===== src/rtl/hc_sr04_echo_gen.sv =====
// HC-SR04 ultrasonic sensor emulator: watches the trigger pulse from the
// sensor controller and answers with an echo pulse whose width encodes a
// programmable distance. Small register file for distance, control, status
// and a completed-echo counter.
//
// state   | meaning
// --------+-----------------------------------------------------------
// IDLE    | waiting for a synced trigger rising edge (enable must be 1)
// TRIG    | trigger high, measuring its width
// BURST   | emulated ultrasonic burst time before echo rises
// ECHO    | echo output high for the distance-derived width
// HOLDOFF | quiet time after echo falls; triggers ignored
module hc_sr04_echo_gen #(
   parameter int clk_freq   = 25000000,
   parameter int holdoff_us = 1000,
   parameter int burst_us   = 200
) (
   input  logic        clk,
   input  logic        resetn,
   input  logic        cs,
   input  logic [31:0] addr,
   input  logic        rd,
   input  logic        wr,
   input  logic [31:0] d_in,
   output logic [31:0] d_out,
   input  logic        trigger,
   output logic        echo
);

   localparam int US = clk_freq / 1000000;
   // The rising-edge cycle is consumed in IDLE, so TRIG has counted one
   // fewer high cycle than the trigger actually spent high.
   localparam logic [23:0] TRIG_MIN  = 24'(10 * US - 1);
   localparam logic [23:0] BURST_LEN = 24'(burst_us * US);
   localparam logic [23:0] HOLD_LEN  = 24'(holdoff_us * US);
   localparam logic [23:0] NOOBJ_LEN = 24'(38000 * US);
   localparam logic [23:0] CM_LEN    = 24'(58 * US);
   localparam logic [8:0]  DIST_MIN  = 9'd2;
   localparam logic [8:0]  DIST_MAX  = 9'd400;
   localparam logic [8:0]  DIST_RST  = 9'd100;

   typedef enum logic [2:0] {
      S_IDLE    = 3'd0,
      S_TRIG    = 3'd1,
      S_BURST   = 3'd2,
      S_ECHO    = 3'd3,
      S_HOLDOFF = 3'd4
   } state_t;

   state_t      state_q;
   logic [23:0] cnt_q;
   logic [8:0]  lat_dist_q;
   logic        lat_noobj_q;
   logic        echo_q;

   logic        trig_s1_q, trig_s2_q, trig_prev_q;

   logic [8:0]  dist_q, dist_d;
   logic        en_q, en_d;
   logic        noobj_q, noobj_d;
   logic        short_q, short_d;
   logic [15:0] count_q, count_d;

   logic        wr_dist, wr_ctrl, wr_count;
   logic        en_next;
   logic        trig_rise;
   logic        echo_done;
   logic        short_evt;
   logic        busy;
   logic [23:0] echo_len;
   logic        unused_bits;

   assign wr_dist  = cs & wr & (addr[3:2] == 2'd0);
   assign wr_ctrl  = cs & wr & (addr[3:2] == 2'd1);
   assign wr_count = cs & wr & (addr[3:2] == 2'd3);

   // A write clearing enable takes the FSM out on the same edge.
   assign en_next   = wr_ctrl ? d_in[0] : en_q;
   assign trig_rise = trig_s2_q & ~trig_prev_q;
   assign busy      = (state_q != S_IDLE);
   assign echo_len  = lat_noobj_q ? NOOBJ_LEN : 24'(lat_dist_q) * CM_LEN;

   assign echo_done = (state_q == S_ECHO) && (cnt_q == 24'd0) && en_next;
   assign short_evt = (state_q == S_TRIG) && !trig_s2_q && (cnt_q < TRIG_MIN) && en_next;

   assign echo = echo_q;

   assign unused_bits = ^{addr[31:4], addr[1:0], d_in[31:16]};

   // Two-flop synchronizer plus a delayed copy for edge detection.
   always_ff @(posedge clk) begin
      if (!resetn) begin
         trig_s1_q   <= 1'b0;
         trig_s2_q   <= 1'b0;
         trig_prev_q <= 1'b0;
      end else begin
         trig_s1_q   <= trigger;
         trig_s2_q   <= trig_s1_q;
         trig_prev_q <= trig_s2_q;
      end
   end

   // Register file next-state: clamped distance, control, sticky flag, counter.
   always_comb begin
      dist_d  = dist_q;
      en_d    = en_next;
      noobj_d = wr_ctrl ? d_in[1] : noobj_q;
      short_d = short_q;
      count_d = count_q;
      if (wr_dist) begin
         if (d_in[15:0] < 16'(DIST_MIN))
            dist_d = DIST_MIN;
         else if (d_in[15:0] > 16'(DIST_MAX))
            dist_d = DIST_MAX;
         else
            dist_d = d_in[8:0];
      end
      if (echo_done)
         count_d = count_q + 16'd1;
      if (short_evt)
         short_d = 1'b1;
      // A COUNT write beats a coincident increment or short-trigger event.
      if (wr_count) begin
         count_d = 16'd0;
         short_d = 1'b0;
      end
   end

   // Register file state.
   always_ff @(posedge clk) begin
      if (!resetn) begin
         dist_q  <= DIST_RST;
         en_q    <= 1'b0;
         noobj_q <= 1'b0;
         short_q <= 1'b0;
         count_q <= 16'd0;
      end else begin
         dist_q  <= dist_d;
         en_q    <= en_d;
         noobj_q <= noobj_d;
         short_q <= short_d;
         count_q <= count_d;
      end
   end

   // Measurement FSM with shared duration counter and registered echo.
   always_ff @(posedge clk) begin
      if (!resetn) begin
         state_q     <= S_IDLE;
         cnt_q       <= 24'd0;
         lat_dist_q  <= DIST_RST;
         lat_noobj_q <= 1'b0;
         echo_q      <= 1'b0;
      end else if (!en_next) begin
         state_q <= S_IDLE;
         cnt_q   <= 24'd0;
         echo_q  <= 1'b0;
      end else begin
         case (state_q)
            S_IDLE: begin
               echo_q <= 1'b0;
               if (trig_rise) begin
                  state_q <= S_TRIG;
                  cnt_q   <= 24'd0;
               end
            end
            S_TRIG: begin
               if (trig_s2_q) begin
                  if (cnt_q != '1)
                     cnt_q <= cnt_q + 24'd1;
               end else if (cnt_q >= TRIG_MIN) begin
                  lat_dist_q  <= dist_q;
                  lat_noobj_q <= noobj_q;
                  cnt_q       <= BURST_LEN - 24'd1;
                  state_q     <= S_BURST;
               end else begin
                  state_q <= S_IDLE;
               end
            end
            S_BURST: begin
               if (cnt_q == 24'd0) begin
                  state_q <= S_ECHO;
                  echo_q  <= 1'b1;
                  cnt_q   <= echo_len - 24'd1;
               end else begin
                  cnt_q <= cnt_q - 24'd1;
               end
            end
            S_ECHO: begin
               if (cnt_q == 24'd0) begin
                  state_q <= S_HOLDOFF;
                  echo_q  <= 1'b0;
                  cnt_q   <= HOLD_LEN - 24'd1;
               end else begin
                  cnt_q <= cnt_q - 24'd1;
               end
            end
            S_HOLDOFF: begin
               if (cnt_q == 24'd0)
                  state_q <= S_IDLE;
               else
                  cnt_q <= cnt_q - 24'd1;
            end
            default: begin
               state_q <= S_IDLE;
               echo_q  <= 1'b0;
            end
         endcase
      end
   end

   // Combinational read mux, zero when not selected.
   always_comb begin
      d_out = 32'h0;
      if (cs & rd) begin
         case (addr[3:2])
            2'd0: d_out = {23'd0, dist_q};
            2'd1: d_out = {30'd0, noobj_q, en_q};
            2'd2: d_out = {27'd0, state_q, short_q, busy};
            2'd3: d_out = {16'd0, count_q};
            default: d_out = 32'h0;
         endcase
      end
   end

endmodule


===== config.mk =====
export PLATFORM = sky130hd
export DESIGN_NAME = hc_sr04_echo_gen
export DESIGN_NICKNAME = d
export VERILOG_FILES = /design/src/rtl/hc_sr04_echo_gen.sv
export SDC_FILE = /design/constraint.sdc
export NUM_CORES = 1
export LEC_CHECK = 0
export ABC_CLOCK_PERIOD_IN_PS = 11710
export CAP_MARGIN = 0
export CORE_MARGIN = 1
export CORE_UTILIZATION = 60
export CTS_CLUSTER_SIZE = 24
export DETAILED_ROUTE_END_ITERATION = 12
export PLACE_DENSITY = 0.87
export SLEW_MARGIN = 5
export SYNTH_ARGS = -nofsm -noshare
export SYNTH_HDL_FRONTEND = slang
export SYNTH_SLANG_ARGS = --single-unit

===== constraint.sdc =====
create_clock -name clk -period 11.71 [get_ports clk]
set_input_delay 2.342 -clock clk [delete_from_list [all_inputs] [get_ports clk]]
set_output_delay 2.342 -clock clk [all_outputs]
set_load 0.005 [all_outputs]

==> results by group <==
Die
  • Num rows: 38
  • Die height: 108.2 um
  • IO Count: 103
  • Core ar.: 0.01089 sq mm
  • Initial Utilization: 62.12%
  • DIE WIDTH: 108.2 um
  • Die ar.: 0.01170 sq mm

Pwr
  • Psw: 0.0001285 W
  • Int Power: 0.0003725 W
  • Clock Power Share: 46.9%
  • Logic pwr share: 5.7%
  • Pwr dens: 68.19 mW/mm^2
  • Seq pwr share: 47.4%
  • Leak Pwr: 3.102 nW
  • Worst vdd ir: 60.82 uV
  • Net Sw Frac: 25.66%

Global routing
  • Number of global-route vias before repair: 6036
  • Initial antenna violation count: 0
  • GRT Residual Overflow: 0
  • GRT Overall Usage: 30.47%
  • First-pass GRT wire length: 28300 um
  • Largest net degree at the start of global routing: 29

Clock tree
  • Reg clk slew, reported paths: 0.08 ns
  • CTS tree: yes
  • Clock buffer depth: 2
  • Post-CTS Resized: 0
  • Hold buffers post-CTS: 0
  • Setup Buffers After CTS: 0
  • Clk_lat worst skew: 0.36 ns
  • H-tree Lvls: 3
  • TritonCTS Buffers: 9
  • Clock root buffer: clkbuf_8
  • CTS Sinks: 69

STA
  • RSZ-0062 raised after global routing: false
  • Fin crit share: 56.33%
  • Pin slew with the least headroom to its limit: 1.253 ns
  • Setup tns final: 0 ns
  • Clk_skew: 0.006513 ns
  • Slew headroom: 16.44%
  • Hold slack: 0.4511 ns
  • Tmin final: 6.596 ns
  • Final-report max-slew violation count: 0
  • Max Freq: 0.1516 GHz
  • Endpoints failing hold: 0
  • Worst setup margin: 5.114 ns
  • Final setup violation count: 0

Drt
  • Detail Route Antenna Nets: 0
  • Routed wire per std cell: 16.53 um
  • WL met3: 1222 um
  • M1 wire length: 7313 um
  • Initial DRC Count: 616
  • Total number of vias: 6415
  • DRC: 0
  • Drt first pass iters: 6
  • Highest routed metal layer: met4
  • Final wirelength: 16910 um
  • Vias per cell: 6.271
  • Metal2 WL: 7714 um

Placed design
  • IO buf count: 40
  • Placer Congestion: 0.9079
  • Detailed-placement wirelength estimate: 12550 um
  • Cell Area, Placed: 0.007118 sq mm
  • Pre-CTS WS: 5.140 ns

Setup path
  • FF-to-FF Start: lat_dist_q[8]
  • Worst setup SP type: input pin
  • Worst R2R Setup Slack: 6.41 ns
  • CP arrival: 4.25 ns
  • Slowest stage delay, CP: 0.73 ns
  • Crit Path Class: input pin to primary output
  • Crit-path max FO: 10
  • Worst EP required: 9.37 ns
  • Reg2reg path depth: 17
  • CP Capture Type: primary output
  • R2R Path End: cnt_q[20]
  • CP max stage cell: clkdlybuf4s50_1
  • Cell repeated most along the worst path: clkdlybuf4s50_1
  • Critical path, cell by cell: clkdlybuf4s50_1, mux4_2, nor2b_1, clkdlybuf4s50_1

Yosys
  • Top FF cell, synth: dfxtp_1
  • Syn Inst Count: 869
  • Top cells by count, synth: nor2_1 (89), dfxtp_1 (69), nand2_1 (66), inv_1 (63)
  • Count leader, synth: nor2_1
  • Mapped Area: 0.006764 sq mm
  • Synthesis Warnings: 0
  • EDFF count, synth: 0
  • Post-synth ARST share: 0%
  • Synth cell types: 79
  • Area leader, netlist: dfxtp_1
  • Post-synthesis sequential area ratio: 20.42%
  • Yosys top cell area share: 20.42%
  • Post-synthesis register bit count: 69
  • Main area contributors after synthesis: dfxtp_1 (20%), ha_1 (9.6%), fa_1 (6.5%)
  • Mapped Avg Cell Area: 7.784 sq um

Cells and area
  • Ant diodes: 0
  • Fin nets: 1022
  • Fin area: 0.007348 sq mm
  • FF/Latch Area: 0.001381 sq mm
  • Fillers: 874
  • Share of cells above drive strength 1: 5.549%
  • Multi-input gate area: 0.004910 sq mm
  • Area grow syn2layout: 8.639%

Status
  • Status: finished clean

Job
  • Total of max-cap violations: 0

Min path
  • HP Class: flip-flop to flip-flop
  • Worst Hold Endpoint: trig_s2_q
  • Hold Path Stages: 1
  • Hold wc startpoint: trig_s1_q
## registers in the layout (all words and copies together) (netlist names)
signal,flops
cnt_q,24
count_q,16
dist_q,9
lat_dist_q,9
state_q,3
echo,1
en_q,1
lat_noobj_q,1
noobj_q,1
short_q,1
trig_prev_q,1
trig_s1_q,1
trig_s2_q,1
## per-layer routing
layer  GRT usage (%)  up-vias
li1                -     3102
met1           39.39     2954
met2           49.18      307
met3           4.099       52
met4           16.34        0
met5               0        -
## power groups by stage
stage | registers, W | clock network [W] | logic, W
global placement | 0.000243 | 0 | 0.0000278
finish | 0.000238 | 0.000235 | 0.0000286
detailed placement | 0.000243 | 0 | 0.0000280
floorplan | 0.000242 | 0 | 0.0000201
global route | 0.000238 | 0.000244 | 0.0000313
CTS | 0.000238 | 0.000234 | 0.0000282
## worst max-delay path by stage
stage / from / end / slack, ns / cells after the start
CTS: addr[2] / d_out[1] / 5.12 / 4
finish: addr[2] / d_out[1] / 5.11 / 4
global placement: addr[2] / d_out[0] / 5.14 / 4
floorplan: addr[2] / d_out[0] / 6.04 / 3
global route: addr[2] / d_out[4] / 4.93 / 5
detailed placement: addr[2] / d_out[1] / 5.14 / 4
## per-stage QoR
step	instances	total power [W]	utilization (%)
after global routing	1023	0.0005134	67.49
after global placement	1007	0.0002709	65.38
after CTS	1023	0.0004998	67.49
after detailed placement	1007	0.0002711	65.38
after floorplan	884	0.0002622	-
final	1023	0.0005011	67.49
## critical path, delay by kind of cell
kind	cells	cell delay [ns]
mux	1	0.57
simple gates	1	0.15
buf+inv	2	1.19
## cell families (layout without fill, tap and decap cells)
logic type	Yosys count	after routing	synth area share, %
buf+inv	122	121	7.899
fa+ha+maj	74	74	16.13
other cells	1	16	0.05544
flops	69	69	20.42
simple gates	336	336	25.97
xor+xnor	42	42	5.438
compound gates	202	202	20.24
mux	23	23	3.847
## cell type report
type | count | share of cell area [%]
Multi-Input combinational cell | 693 | 66.81
Clock inverter | 7 | 1.447
Sequential cell | 69 | 18.80
Inverter | 63 | 3.218
Timing Repair Buffer | 42 | 5.653
Tap cell | 140 | 2.384
Clock buffer | 9 | 1.686
## cells in the final DEF (no fill, tap or decap), types with 22 or more instances in the layout
cell type	Yosys	layout
a21oi_1	52	52
clkdlybuf4s50_1	0	40
dfxtp_1	69	69
fa_1	22	22
ha_1	52	52
inv_1	63	63
nand2_1	66	66
nand3_1	25	25
nor2_1	89	89
nor3_1	29	29
o21ai_0	41	41
xor2_1	22	22
(Power assumes the default switching activity.)
